## src/rtl/movavg_param.sv

```systemverilog
// Moving sum / moving average over a window of 2^LOG2_TAPS samples.
// Registered output with valid strobe, window-full flag and synchronous history clear.
module movavg_param #(
    parameter int WIDTH     = 64,
    parameter int LOG2_TAPS = 2,
    parameter int AVG_MODE  = 0
) (
    input  logic             clk,
    input  logic             reset,
    input  logic             clear,
    input  logic             din_valid,
    input  logic [WIDTH-1:0] din,
    output logic             dout_valid,
    output logic [WIDTH-1:0] dout,
    output logic             full
);
    localparam int TAPS = 1 << LOG2_TAPS;
    localparam int AW   = WIDTH + LOG2_TAPS;
    localparam logic [LOG2_TAPS:0] TAPS_C = (LOG2_TAPS + 1)'(TAPS);

    logic [WIDTH-1:0]     hist [TAPS];
    logic [AW-1:0]        acc;
    logic [LOG2_TAPS-1:0] wptr;
    logic [LOG2_TAPS:0]   cnt;

    logic [AW-1:0]        acc_next;
    logic [LOG2_TAPS:0]   cnt_next;

    // acc carries LOG2_TAPS guard bits so the window sum is exact; wrap only happens at dout.
    function automatic logic [WIDTH-1:0] scale(input logic [AW-1:0] s);
        if (AVG_MODE != 0) return s[AW-1:LOG2_TAPS];
        else               return s[WIDTH-1:0];
    endfunction

    always_comb begin
        acc_next = acc + AW'(din) - AW'(hist[wptr]);
        cnt_next = (cnt == TAPS_C) ? cnt : cnt + (LOG2_TAPS + 1)'(1);
    end

    always_ff @(posedge clk) begin
        if (reset) begin
            for (int i = 0; i < TAPS; i++) hist[i] <= '0;
            acc        <= '0;
            wptr       <= '0;
            cnt        <= '0;
            dout       <= '0;
            dout_valid <= 1'b0;
        end else if (clear) begin
            for (int i = 0; i < TAPS; i++) hist[i] <= '0;
            dout_valid <= din_valid;
            if (din_valid) begin
                // din restarts the window as its first sample
                hist[0] <= din;
                acc     <= AW'(din);
                wptr    <= LOG2_TAPS'(1);
                cnt     <= (LOG2_TAPS + 1)'(1);
                dout    <= scale(AW'(din));
            end else begin
                acc  <= '0;
                wptr <= '0;
                cnt  <= '0;
            end
        end else if (din_valid) begin
            hist[wptr] <= din;
            acc        <= acc_next;
            wptr       <= wptr + LOG2_TAPS'(1);
            cnt        <= cnt_next;
            dout       <= scale(acc_next);
            dout_valid <= 1'b1;
        end else begin
            dout_valid <= 1'b0;
        end
    end

    assign full = (cnt == TAPS_C);

endmodule

```

## config.mk

```make
export PLATFORM = sky130hd
export DESIGN_NAME = movavg_param
export DESIGN_NICKNAME = d
export VERILOG_FILES = /design/src/rtl/movavg_param.sv
export SDC_FILE = /design/constraint.sdc
export NUM_CORES = 1
export LEC_CHECK = 0
export ABC_AREA = 1
export CORE_MARGIN = 10
export CORE_UTILIZATION = 57
export CTS_BUF_LIST = sky130_fd_sc_hd__clkbuf_16
export DETAILED_ROUTE_END_ITERATION = 8
export PLACE_DENSITY = 0.77
export SLEW_MARGIN = 20
export SYNTH_ARGS = -nofsm -noshare
export SYNTH_HDL_FRONTEND = slang
export SYNTH_SLANG_ARGS = --single-unit
```

## constraint.sdc

```tcl
create_clock -name clk -period 4.97 [get_ports clk]
set_input_delay 0.994 -clock clk [delete_from_list [all_inputs] [get_ports clk]]
set_output_delay 0.994 -clock clk [all_outputs]
set_load 0.05 [all_outputs]
```

==> results by group <==
Timing
  – Setup WS post-layout: approximately 0.9 ns
  – Tightest Pin Transition: 1.029 ns
  – Post-route clock period utilization: 0.8176
  – Final setup vio count: 0
  – Clock period minus worst slack: 4.063 ns
  – Final Skew: 0.02511 ns
  – Final Max Tran Viols: 0
  – RSZ-0062 raised after global routing: false
  – Worst relative slew slack: 0.3140
  – Max Fclk: 246.1 MHz
  – Endpoints failing hold: 0
  – Total negative slack: 0 ns

Power and ir drop
  – Sequential share of power: 0.324
  – Gate power share: 0.419
  – Clk pwr share: 0.257
  – Sw Ratio: 0.4078
  – Max VDD drop: approximately 0.32 mV
  – Pwr/cell area: 445.3 nW/um^2
  – Tot Pwr: approximately 12 mW
  – Psw: 4.873 mW
  – Lkg Pwr: about 13 nW
  – Cell-internal power: roughly 7.1 mW

Layout
  – Layout Utilization: 0.6573
  – Number of fill cells: between 3000 and 4000
  – # diodes: 0
  – Reg area: around 10000 um^2
  – Non-Filler Instances: between 3000 and 4000
  – Area of the multi-input gates: between 10000 and 15000 um^2
  – Commonest non-fill, non-tap cell in the layout: nand2_1
  – Share of cells above drive strength 1: 0.04106
  – Final Net Count: approximately 3500
  – Synth-to-Final Area Change: 13.85%
  – Most frequent cells in the layout: nand2_1 (805), inv_1 (616), nor2_1 (509)

Routing
  – Post-route ant nets: 0
  – Routed WL per cell: about 19 um
  – Drt total wl: ~72000 um
  – DRT iter0 DRCs: 2239
  – DR vias: about 21000
  – Residual DRC: 0
  – First-pass iteration count of the detailed router: 6
  – Vias/cell: roughly 5.4

Synthesis
  – Area fraction of the dominant cell type after synthesis: 0.3261
  – Area leader, netlist: edfxtp_1
  – #FFs+latches synth: between 300 and 400
  – Avg Cell Area, Syn: about 7.4 um^2
  – Post-Synthesis Cells: around 3200
  – Seq/Total Area, Yosys: 0.4416
  – Distinct cells, synth: 32
  – Synthesized net count: 3368
  – Cell Area, Synth: between 20000 and 25000 um^2
  – Synth warn: 0
  – Main area contributors after synthesis: edfxtp_1 (33%), nand2_1 (13%), dfxtp_1 (12%)

Critical path
  – Critical Path AT: about 4.5 ns
  – Worst Reg2Reg Path Length in Cells: 17
  – Worst setup SP type: flop
  – WP data required: 5.38 ns
  – CP Capture Type: flop
  – Crit Path Max Fanout: around 130
  – Crit path kind: reg -> reg

Floorplan
  – I/O pin cnt: between 100 and 150
  – Starting Density: 0.5773
  – Rows: 74
  – Die X: around 220 um
  – Die area: 49890 um^2
  – Die Y: 223.4 um
  – Core area: 40830 um^2

Min path
  – Hold Crit Class: reg -> reg
  – Hold path cells: 2
  – Hold Startpoint: acc[48]

Placement
  – Dpl hpwl: about 50000 um
  – Pre-CTS WS: between 0.6 and 0.7 ns
  – IO buf count: around 130
  – Routability cong.: 0.9739
  – Placed Instances: about 3700

Global route
  – Antenna violations before repair: 0
  – Met3 Use GR: 0.04576
  – All-Layer GR Usage: 0.2859
  – Grt total ovfl: 0
  – Busiest grt layer: met2
  – M2 GR Usage: 0.4601
  – Largest net degree at the start of global routing: between 100 and 150
  – Global-route wire length before repair: roughly 110000 um
  – GRT met1 Usage: 0.3887
  – Vias in the first global route: approximately 21000

Outcome
  – Status: completed

Clocking
  – Htree depth: 2
  – Max Buffers Root-to-Sink: 3
  – Post-CTS Setup Bufs: 0
  – Cts bufs inserted: 41
  – Skew-Pair Late Insertion Delay: roughly 0.57 ns
  – Num Clock Sinks: slightly below 400
  – TritonCTS clock tree: built
  – Hold buffers post-CTS: 0
  – Root buffer cell: clkbuf_16
  – # resized after CTS: 0
  – Clock-pin slew on the worst setup and hold paths: 0.07 ns

Run
  – Max-cap violations: 0
[sequential cells by signal, summed over array words and instances, names as in the netlist, named ones only]
name and flops:
dout_valid 1, wptr 2, hist 256, acc 64, cnt 3, dout 64
[metrics by stage]
stage                     hold slack, ns  area (um^2)
after floorplan                   0.4312        23570
after global placement            0.4466        25500
after detailed placement          0.4545        25500
after CTS                         0.4645        26840
after global routing              0.4846        26840
final                             0.4642        26840
[logic make-up (layout without fill, tap and decap cells)]
kind of cell | count (synthesis) | in the layout | share of synthesized area
AOI/OAI and AO/OA | 444 | 444 | 0.09953
xor gates and xnor gates | 29 | 29 | 0.01078
adders and majority gates | 133 | 133 | 0.09066
buffers and inverters | 727 | 848 | 0.1165
DFF | 392 | 392 | 0.4416
and+or+nand+nor | 1442 | 1442 | 0.2409
[cell type report]
cell class	count	share of cell area
multi-input combinational	2048	0.3894
sequential	392	0.3880
inverter	612	0.08574
timing repair buffer	161	0.06229
clock buffer	42	0.03916
tap	532	0.02480
clock inverter	33	0.01054
[cell usage after synthesis]
cell type	count
o22a_1	1
dfxtp_1	136
inv_2	1
edfxtp_1	256
a21oi_2	1
nor2_2	11
clkinv_1	3
nor4_2	2
buf_2	14
nor3_1	11
o22ai_1	58
o21ai_1	9
buf_1	28
xor2_1	24
or2_2	1
nand3_2	7
clkbuf_1	73
fa_1	63
nand2_2	10
o21ai_0	158
inv_1	608
nand4_1	10
nor3_2	5
nand2_1	812
nand3_1	63
o21bai_1	2
a32o_1	6
a21oi_1	202
xnor2_1	5
a31oi_1	7
ha_1	70
nor2_1	510
[critical path, stage by stage (launching register included)]
cell and delay, ns:
dfxtp_4 0.36, buf_12 0.34, o21ai_0 0.20, o22ai_1 0.37, fa_1 0.48, inv_1 0.06, ha_1 0.28, nand2_1 0.21
inv_1 0.06, nand2_1 0.06, nand2_1 0.09, inv_1 0.07, nand2_1 0.11, a21oi_1 0.17, nand2_2 0.16, xor2_1 0.17
o21ai_0 0.36, a21oi_1 0.12
[power groups by stage]
| stage | Combinational (mW) | Sequential [mW] | Clock (mW) |
|---|---|---|---|
| final | 5.01 | 3.87 | 3.07 |
| after global routing | 5.59 | 3.90 | 3.24 |
| after CTS | 4.96 | 3.87 | 3.10 |
| after detailed placement | 4.92 | 3.94 | 0 |
| after global placement | 4.86 | 3.92 | 0 |
| after floorplan | 3.13 | 4.21 | 0 |
[per-layer routing]
metal  vias up  routed length, um
met5         -                  0
met2       875              33230
li1       9998                  -
met1      9716              31180
met4         0               1809
met3       120               6002
[final timing paths]
| kind | end | slack [ns] |
|---|---|---|
| max | acc[30] | 0.91 |
| min | acc[48] | 0.46 |
| max reg2reg | acc[30] | 0.91 |
| min reg2reg | acc[48] | 0.46 |
(Power assumes the default switching activity.)
